[config.mk]
export PLATFORM = sky130hd
export DESIGN_NAME = fp16_fxpn_mul_pipe
export DESIGN_NICKNAME = d
export VERILOG_FILES = /design/src/rtl/fp16_fxpn_mul_pipe.sv
export SDC_FILE = /design/constraint.sdc
export NUM_CORES = 1
export LEC_CHECK = 0
export BUFFER_PORTS_ARGS = -buffer_cell sky130_fd_sc_hd__buf_4
export CAP_MARGIN = 5
export CORE_ASPECT_RATIO = 0.75
export CORE_UTILIZATION = 45
export DETAILED_ROUTE_END_ITERATION = 12
export SLEW_MARGIN = 15
export SYNTH_ARGS = -nofsm -noshare
export SYNTH_HDL_FRONTEND = slang
export SYNTH_SLANG_ARGS = --single-unit
[constraint.sdc]
create_clock -name clk -period 12.7 [get_ports clk]
set_clock_uncertainty 0.1 [all_clocks]
set_input_delay 0 -clock clk [delete_from_list [all_inputs] [get_ports clk]]
set_output_delay 0 -clock clk [all_outputs]
set_load 0.005 [all_outputs]
[src/rtl/fp16_fxpn_mul_pipe.sv]
// fp16_fxpn_mul_pipe
//   Multi-lane pipelined multiplier. Each lane multiplies a binary16 operand
//   by a signed fixed-point operand (value b * 2^-FXP_FRAC). The result is the
//   exact product rounded once to binary16 with round-to-nearest-even.
//   Subnormal inputs are read as zero. Results below 2^-14 flush to signed zero.
//
//   Three stages, all advancing together on adv = ~out_valid | out_ready:
//     S1 unpack / |b| / classify
//     S2 significand multiply / exponent bias
//     S3 normalise / round / pack into the output register
//
//   Ports
//     clk        clock, rising edge
//     reset      synchronous active-high reset
//     in_valid   input beat valid (all lanes)
//     in_ready   beat accepted when in_valid & in_ready
//     a          LANES x fp16, lane i at a[16i +: 16]
//     b          LANES x signed fixed-point, lane i at b[FXP_WIDTH*i +: FXP_WIDTH]
//     out_valid  result beat valid
//     out_ready  beat consumed when out_valid & out_ready
//     result     LANES x fp16, packed like a
//
//   Build option
//     FP16_FXP_MUL_SATURATE_EN  overflow gives +-65504 instead of +-Inf

module fp16_fxpn_mul_pipe #(
  parameter int FXP_WIDTH = 8,
  parameter int FXP_FRAC  = 0,
  parameter int LANES     = 4
) (
  input  logic                       clk,
  input  logic                       reset,
  input  logic                       in_valid,
  output logic                       in_ready,
  input  logic [16*LANES-1:0]        a,
  input  logic [FXP_WIDTH*LANES-1:0] b,
  output logic                       out_valid,
  input  logic                       out_ready,
  output logic [16*LANES-1:0]        result
);

  localparam int PW = 11 + FXP_WIDTH;

  localparam logic [1:0] CLS_NUM  = 2'd0;
  localparam logic [1:0] CLS_ZERO = 2'd1;
  localparam logic [1:0] CLS_INF  = 2'd2;
  localparam logic [1:0] CLS_NAN  = 2'd3;

  logic adv;
  logic s1_valid;
  logic s2_valid;

  assign adv      = ~out_valid | out_ready;
  assign in_ready = adv;

  always_ff @(posedge clk) begin
    if (reset) begin
      s1_valid  <= 1'b0;
      s2_valid  <= 1'b0;
      out_valid <= 1'b0;
    end else if (adv) begin
      s1_valid  <= in_valid;
      s2_valid  <= s1_valid;
      out_valid <= s2_valid;
    end
  end

  for (genvar i = 0; i < LANES; i++) begin : g_lane

    // ---------------- S1: unpack and classify ----------------
    logic [15:0]          av;
    logic [FXP_WIDTH-1:0] bv;
    logic                 a_sign;
    logic [4:0]           a_exp;
    logic [9:0]           a_man;
    logic                 b_sign;
    logic                 b_zero;
    logic [FXP_WIDTH-1:0] b_mag;
    logic [1:0]           cls_d;

    assign av     = a[16*i +: 16];
    assign bv     = b[FXP_WIDTH*i +: FXP_WIDTH];
    assign a_sign = av[15];
    assign a_exp  = av[14:10];
    assign a_man  = av[9:0];
    assign b_sign = bv[FXP_WIDTH-1];
    assign b_zero = ~|bv;
    // Unsigned magnitude keeps -2^(FXP_WIDTH-1) exact.
    assign b_mag  = b_sign ? (~bv + 1'b1) : bv;

    always_comb begin
      cls_d = CLS_NUM;
      if (a_exp == 5'h1f && |a_man)
        cls_d = CLS_NAN;
      else if (a_exp == 5'h1f)
        cls_d = b_zero ? CLS_NAN : CLS_INF;
      else if (a_exp == 5'h00 || b_zero)
        cls_d = CLS_ZERO;
    end

    logic                 s1_sign;
    logic [4:0]           s1_exp;
    logic [10:0]          s1_ma;
    logic [FXP_WIDTH-1:0] s1_mb;
    logic [1:0]           s1_cls;

    always_ff @(posedge clk) begin
      if (adv && in_valid) begin
        s1_sign <= a_sign ^ b_sign;
        s1_exp  <= a_exp;
        s1_ma   <= {1'b1, a_man};
        s1_mb   <= b_mag;
        s1_cls  <= cls_d;
      end
    end

    // ---------------- S2: multiply and exponent bias ----------------
    logic              s2_sign;
    logic signed [7:0] s2_exp;
    logic [PW-1:0]     s2_prod;
    logic [1:0]        s2_cls;

    always_ff @(posedge clk) begin
      if (adv && s1_valid) begin
        s2_sign <= s1_sign;
        s2_exp  <= {3'b000, s1_exp} - 8'(FXP_FRAC);
        s2_prod <= PW'(s1_ma) * PW'(s1_mb);
        s2_cls  <= s1_cls;
      end
    end

    // ---------------- S3: normalise, round, pack ----------------
    int          lead;
    int          e_res;
    logic [PW-1:0] norm;
    logic [10:0] sig;
    logic        guard;
    logic        sticky;
    logic        rnd;
    logic [11:0] sum;
    logic [9:0]  frac;
    logic [15:0] ovf_val;
    logic [15:0] res_d;
    logic [15:0] res_q;

`ifdef FP16_FXP_MUL_SATURATE_EN
    assign ovf_val = {s2_sign, 15'h7BFF};
`else
    assign ovf_val = {s2_sign, 15'h7C00};
`endif

    always_comb begin
      lead = 0;
      for (int k = 0; k < PW; k++)
        if (s2_prod[k]) lead = k;
      // Leading one moved to the MSB; the 11 bits below it form the
      // significand, then guard, then everything else ORs into sticky.
      norm   = s2_prod << (PW - 1 - lead);
      sig    = norm[PW-1 -: 11];
      guard  = norm[PW-12];
      sticky = |norm[PW-13:0];
      rnd    = guard & (sticky | sig[0]);
      sum    = {1'b0, sig} + {11'd0, rnd};
      // Carry-out means the significand rounded up to 2.0: shift and bump.
      frac   = sum[11] ? sum[10:1] : sum[9:0];
      e_res  = int'(s2_exp) + lead - 10 + int'(sum[11]);

      res_d = {s2_sign, 15'd0};
      case (s2_cls)
        CLS_NAN:  res_d = 16'h7E00;
        CLS_INF:  res_d = {s2_sign, 15'h7C00};
        CLS_ZERO: res_d = {s2_sign, 15'd0};
        default: begin
          if (e_res > 30)
            res_d = ovf_val;
          else if (e_res < 1)
            res_d = {s2_sign, 15'd0};
          else
            res_d = {s2_sign, e_res[4:0], frac};
        end
      endcase
    end

    always_ff @(posedge clk) begin
      if (reset)
        res_q <= 16'd0;
      else if (adv && s2_valid)
        res_q <= res_d;
    end

    assign result[16*i +: 16] = res_q;
  end

endmodule

==> results.txt <==
- Result of the run: finished clean
* Highest net fanout along the worst path: 20
* Count of fill cells added during filler insertion: between 5000 and 6000
* Weighted congestion reported at the end of routability-driven placement: 0.9102
- P per Cell Area: 198.2 mW/mm^2
- Horizontal die dimension: 289.7 um
* Synth Area in XOR/XNOR: 0.03261
- Count of pins on the block boundary: approximately 170
- The first routing iteration left 2054 violations.
* Worst-Margin Slew: 1132 ps
- For this design, the sink count on the clock tree is 279.
* Worst setup path category: flip-flop to flip-flop
- Core Area: 0.06090 sq mm
- Post-synthesis cell count: about 3000
- Layout-stage area growth over the synthesis result: 15.30%
- In the layout the commonest cells are inv_1, nand2_1, fa_1.
* Fraction of registers with async set/reset: 0
- Reported leakage power: 14.03 nW
- In the final layout, the share of cells above drive strength 1 is 0.09973.
- Across the whole layout, storage elements account for 0.007707 sq mm.
- Final setup viols: 0
* Flip-flop and latch count after synthesis: 279
* Clock insertion delay at the later pin of the skew report: 560 ps
- Endpoint type of the worst setup path: flip-flop
- Final period utilization: 0.6709
- Total Die Area: 0.06309 sq mm
- Overall die height: 217.8 um
- Antenna violations before repair: 2
- The number of clock buffers added by TritonCTS is 36.
- Mean cell area of the mapped netlist: 9.278 sq um
- Total via count after detailed routing: 22860
- Adding up every negative setup slack in the final design gives 0 ps.
* Stage delay of the slowest cell on the critical path: 910 ps
* Post-synthesis share of cell area spent on full adders, half adders and majority gates: 0.2501
* Final design utilization: 0.5289
- Final routed DRC violation total: 0
- Nature of the critical path startpoint: flip-flop
* Cell at the root of the clock tree: clkbuf_16
- By area the synthesized netlist is led by edfxtp_1, fa_1, ha_1.
* Number of placement rows: 78
- Worst slack on hold paths: 72.23 ps
* Router iterations before antenna repair: 6
- The worst-case IR drop observed on VDD is approximately 0.11 mV.
- The clock tree synthesis step divided the H-tree into 2 levels.
* Data arrival time at the worst-slack endpoint: between 8000 and 9000 ps
* Initial core utilization: 0.4587
* Total inserted antenna cells: 0
- Dominant cell type by area after synthesis: edfxtp_1
- In this run the tool buffered the top-level ports with 165 buffer cells.
- Number of placed cells counting well taps: 3890
* Total grt overflow: 0
* Post-layout instance count excluding filler cells: 4079
- Number of max-slew violations in the final report: 0
- In the final layout, the multi-input gates occupy 0.01838 sq mm.
- Clock-pin slew was measured on the worst setup and hold paths at 60 ps.
* Netlist area before placement: around 0.028 sq mm
* Primary FF master, synth: edfxtp_1
- For this design, the slowest cell found on the critical path is a2111oi_0.
- Routed length per placed instance: 17.53 um
- Data on the critical path is required at its endpoint by 13060 ps.
- Largest net degree at the start of global routing: 68
* RSZ-0062 raised after global routing: no
* Clock buffer depth: 3
* Total wire length: 71.51 mm
- Counting flops with a built-in enable in the synthesized netlist gives approximately 210.
- Largest family of logic cells by synthesized area: adder cells
- Min Clock Period, post-route: 8521 ps
- Overall power consumption after layout is estimated at between 6 and 7 mW.
- Based on the critical path, the design can be clocked at up to 0.1174 GHz.
- Tightest Hold Check Type: primary input to flip-flop
* Count of nets after finishing: 3777
* Simple-gate area share of the yosys netlist: 0.1852
- The worst pin sits at a relative slew slack of 0.2456.
- Number of max-cap violations: 0
- Number of nets still failing antenna checks after routing: 0
- Across every metal layer, demand over resource in global routing totals 0.2310.
- For this run, the register share of the synthesized area comes to 0.2759.
- When the netlist entered floorplanning its net count stood at between 3000 and 4000.
- The compound-gate portion of the synthesized area is 0.1485.
- Final hold violation count: 0
- Detailed placement finished with a half-perimeter wire length of 55.59 mm.
- The netlist uses 106 different library cells.
* Global-route wire length before repair: 117.7 mm
- Warnings from Yosys: 0
- Leaving out fill and tap cells, the most frequent cell in the layout is inv_1.
* Clock tree from TritonCTS: yes
* Portion of netlist area occupied by mux cells: 0.04098
- The number of global-route vias before repair is 22670.
- Dividing the detail-routed via count by the number of cells gives 5.603.
- Of the post-synthesis cell area, the dominant cell type holds 0.2279.
==> synth_stat cells (all sizes together) (29+ instances only) <==
cell type,count
nand3,66
nor2b,31
nand2,320
buf,33
clkbuf,67
o21ai,148
nor3,65
a21oi,148
xor2,29
nand2b,41
edfxtp,212
nor4,35
inv,370
dfxtp,67
xnor2,75
ha,200
and2,186
mux2i,81
fa,224
nor2,190
==> cell families (layout without fill, tap and decap cells) <==
kind of cell	Yosys count	in the layout
AND/OR/NAND/NOR	1025	1025
adder cells (fa/ha/maj)	424	424
multiplexers	105	105
AO/OA/AOI/OAI	603	603
XOR/XNOR	104	104
buffers and inverters	471	739
flip-flops	279	279
==> worst paths after layout <==
path         depth (start not counted)                   from  slack [ps]            endpoint
max                                 28  g_lane[1].s2_prod[10]        4180  g_lane[1].res_q[3]
min                                  2                  a[19]          70  g_lane[1].s1_ma[3]
max reg2reg                         28  g_lane[1].s2_prod[10]        4180  g_lane[1].res_q[3]
min reg2reg                          0      g_lane[3].s1_sign         310   g_lane[3].s2_sign
==> final cells by class <==
class | instances | area share
Clock buffer | 43 | 0.03007
Clock inverter | 21 | 0.005205
Inverter | 371 | 0.04331
Multi-Input combinational cell | 2261 | 0.5705
Sequential cell | 279 | 0.2393
Tap cell | 800 | 0.03108
Timing Repair Buffer | 304 | 0.08057
==> repair_timing <==
| item | in CTS | in global routing |
|---|---|---|
| resized for setup | 0 | 0 |
| setup buffers | 0 | 0 |
| hold buffers | 125 | 0 |
| hold endpoints to repair | 121 | 0 |
==> sequential cells by signal, summed over array words and instances, names as in the netlist <==
| register | count |
|---|---|
| g_lane.s2_prod | 76 |
| g_lane.res_q | 64 |
| g_lane.s1_ma | 40 |
| g_lane.s1_mb | 32 |
| g_lane.s1_exp | 20 |
| g_lane.s2_exp | 20 |
| g_lane.s1_cls | 8 |
| g_lane.s2_cls | 8 |
| g_lane.s1_sign | 4 |
| g_lane.s2_sign | 4 |
| out_valid | 1 |
| s1_valid | 1 |
| s2_valid | 1 |
==> critical path: cells and delay by family (launching register included) <==
kind	cells	cell delay, ps
buffers and inverters	2	240
multiplexers	3	870
AND/OR/NAND/NOR	10	2330
AO/OA/AOI/OAI	8	2750
flip-flops	1	480
adder cells (fa/ha/maj)	5	1660
==> metal layers <==
| layer | global-route usage | vias to the layer above | wire [um] |
|---|---|---|---|
| met5 | 0 | - | 0 |
| met3 | 0.03985 | 88 | 4769 |
| li1 | - | 10960 | - |
| met2 | 0.3439 | 682 | 30040 |
| met4 | 0.05637 | 0 | 1562 |
| met1 | 0.3457 | 11130 | 35140 |
==> metrics by stage <==
step	instance area, sq um	setup WS [ps]
finish	32210	4179
global route	32210	3402
CTS	32210	4245
detailed placement	29820	4260
global placement	29820	4512
floorplan	27940	5872
==> where the power goes <==
| part | switching (mW) | leakage [nW] | internal (mW) |
|---|---|---|---|
| Sequential | 0.226 | 2.58 | 1.23 |
| Clock | 0.414 | 0.560 | 0.586 |
| Combinational | 2.28 | 10.9 | 1.64 |
| Total | 2.92 | 14.0 | 3.46 |
Power figures use the tool's default switching activity.
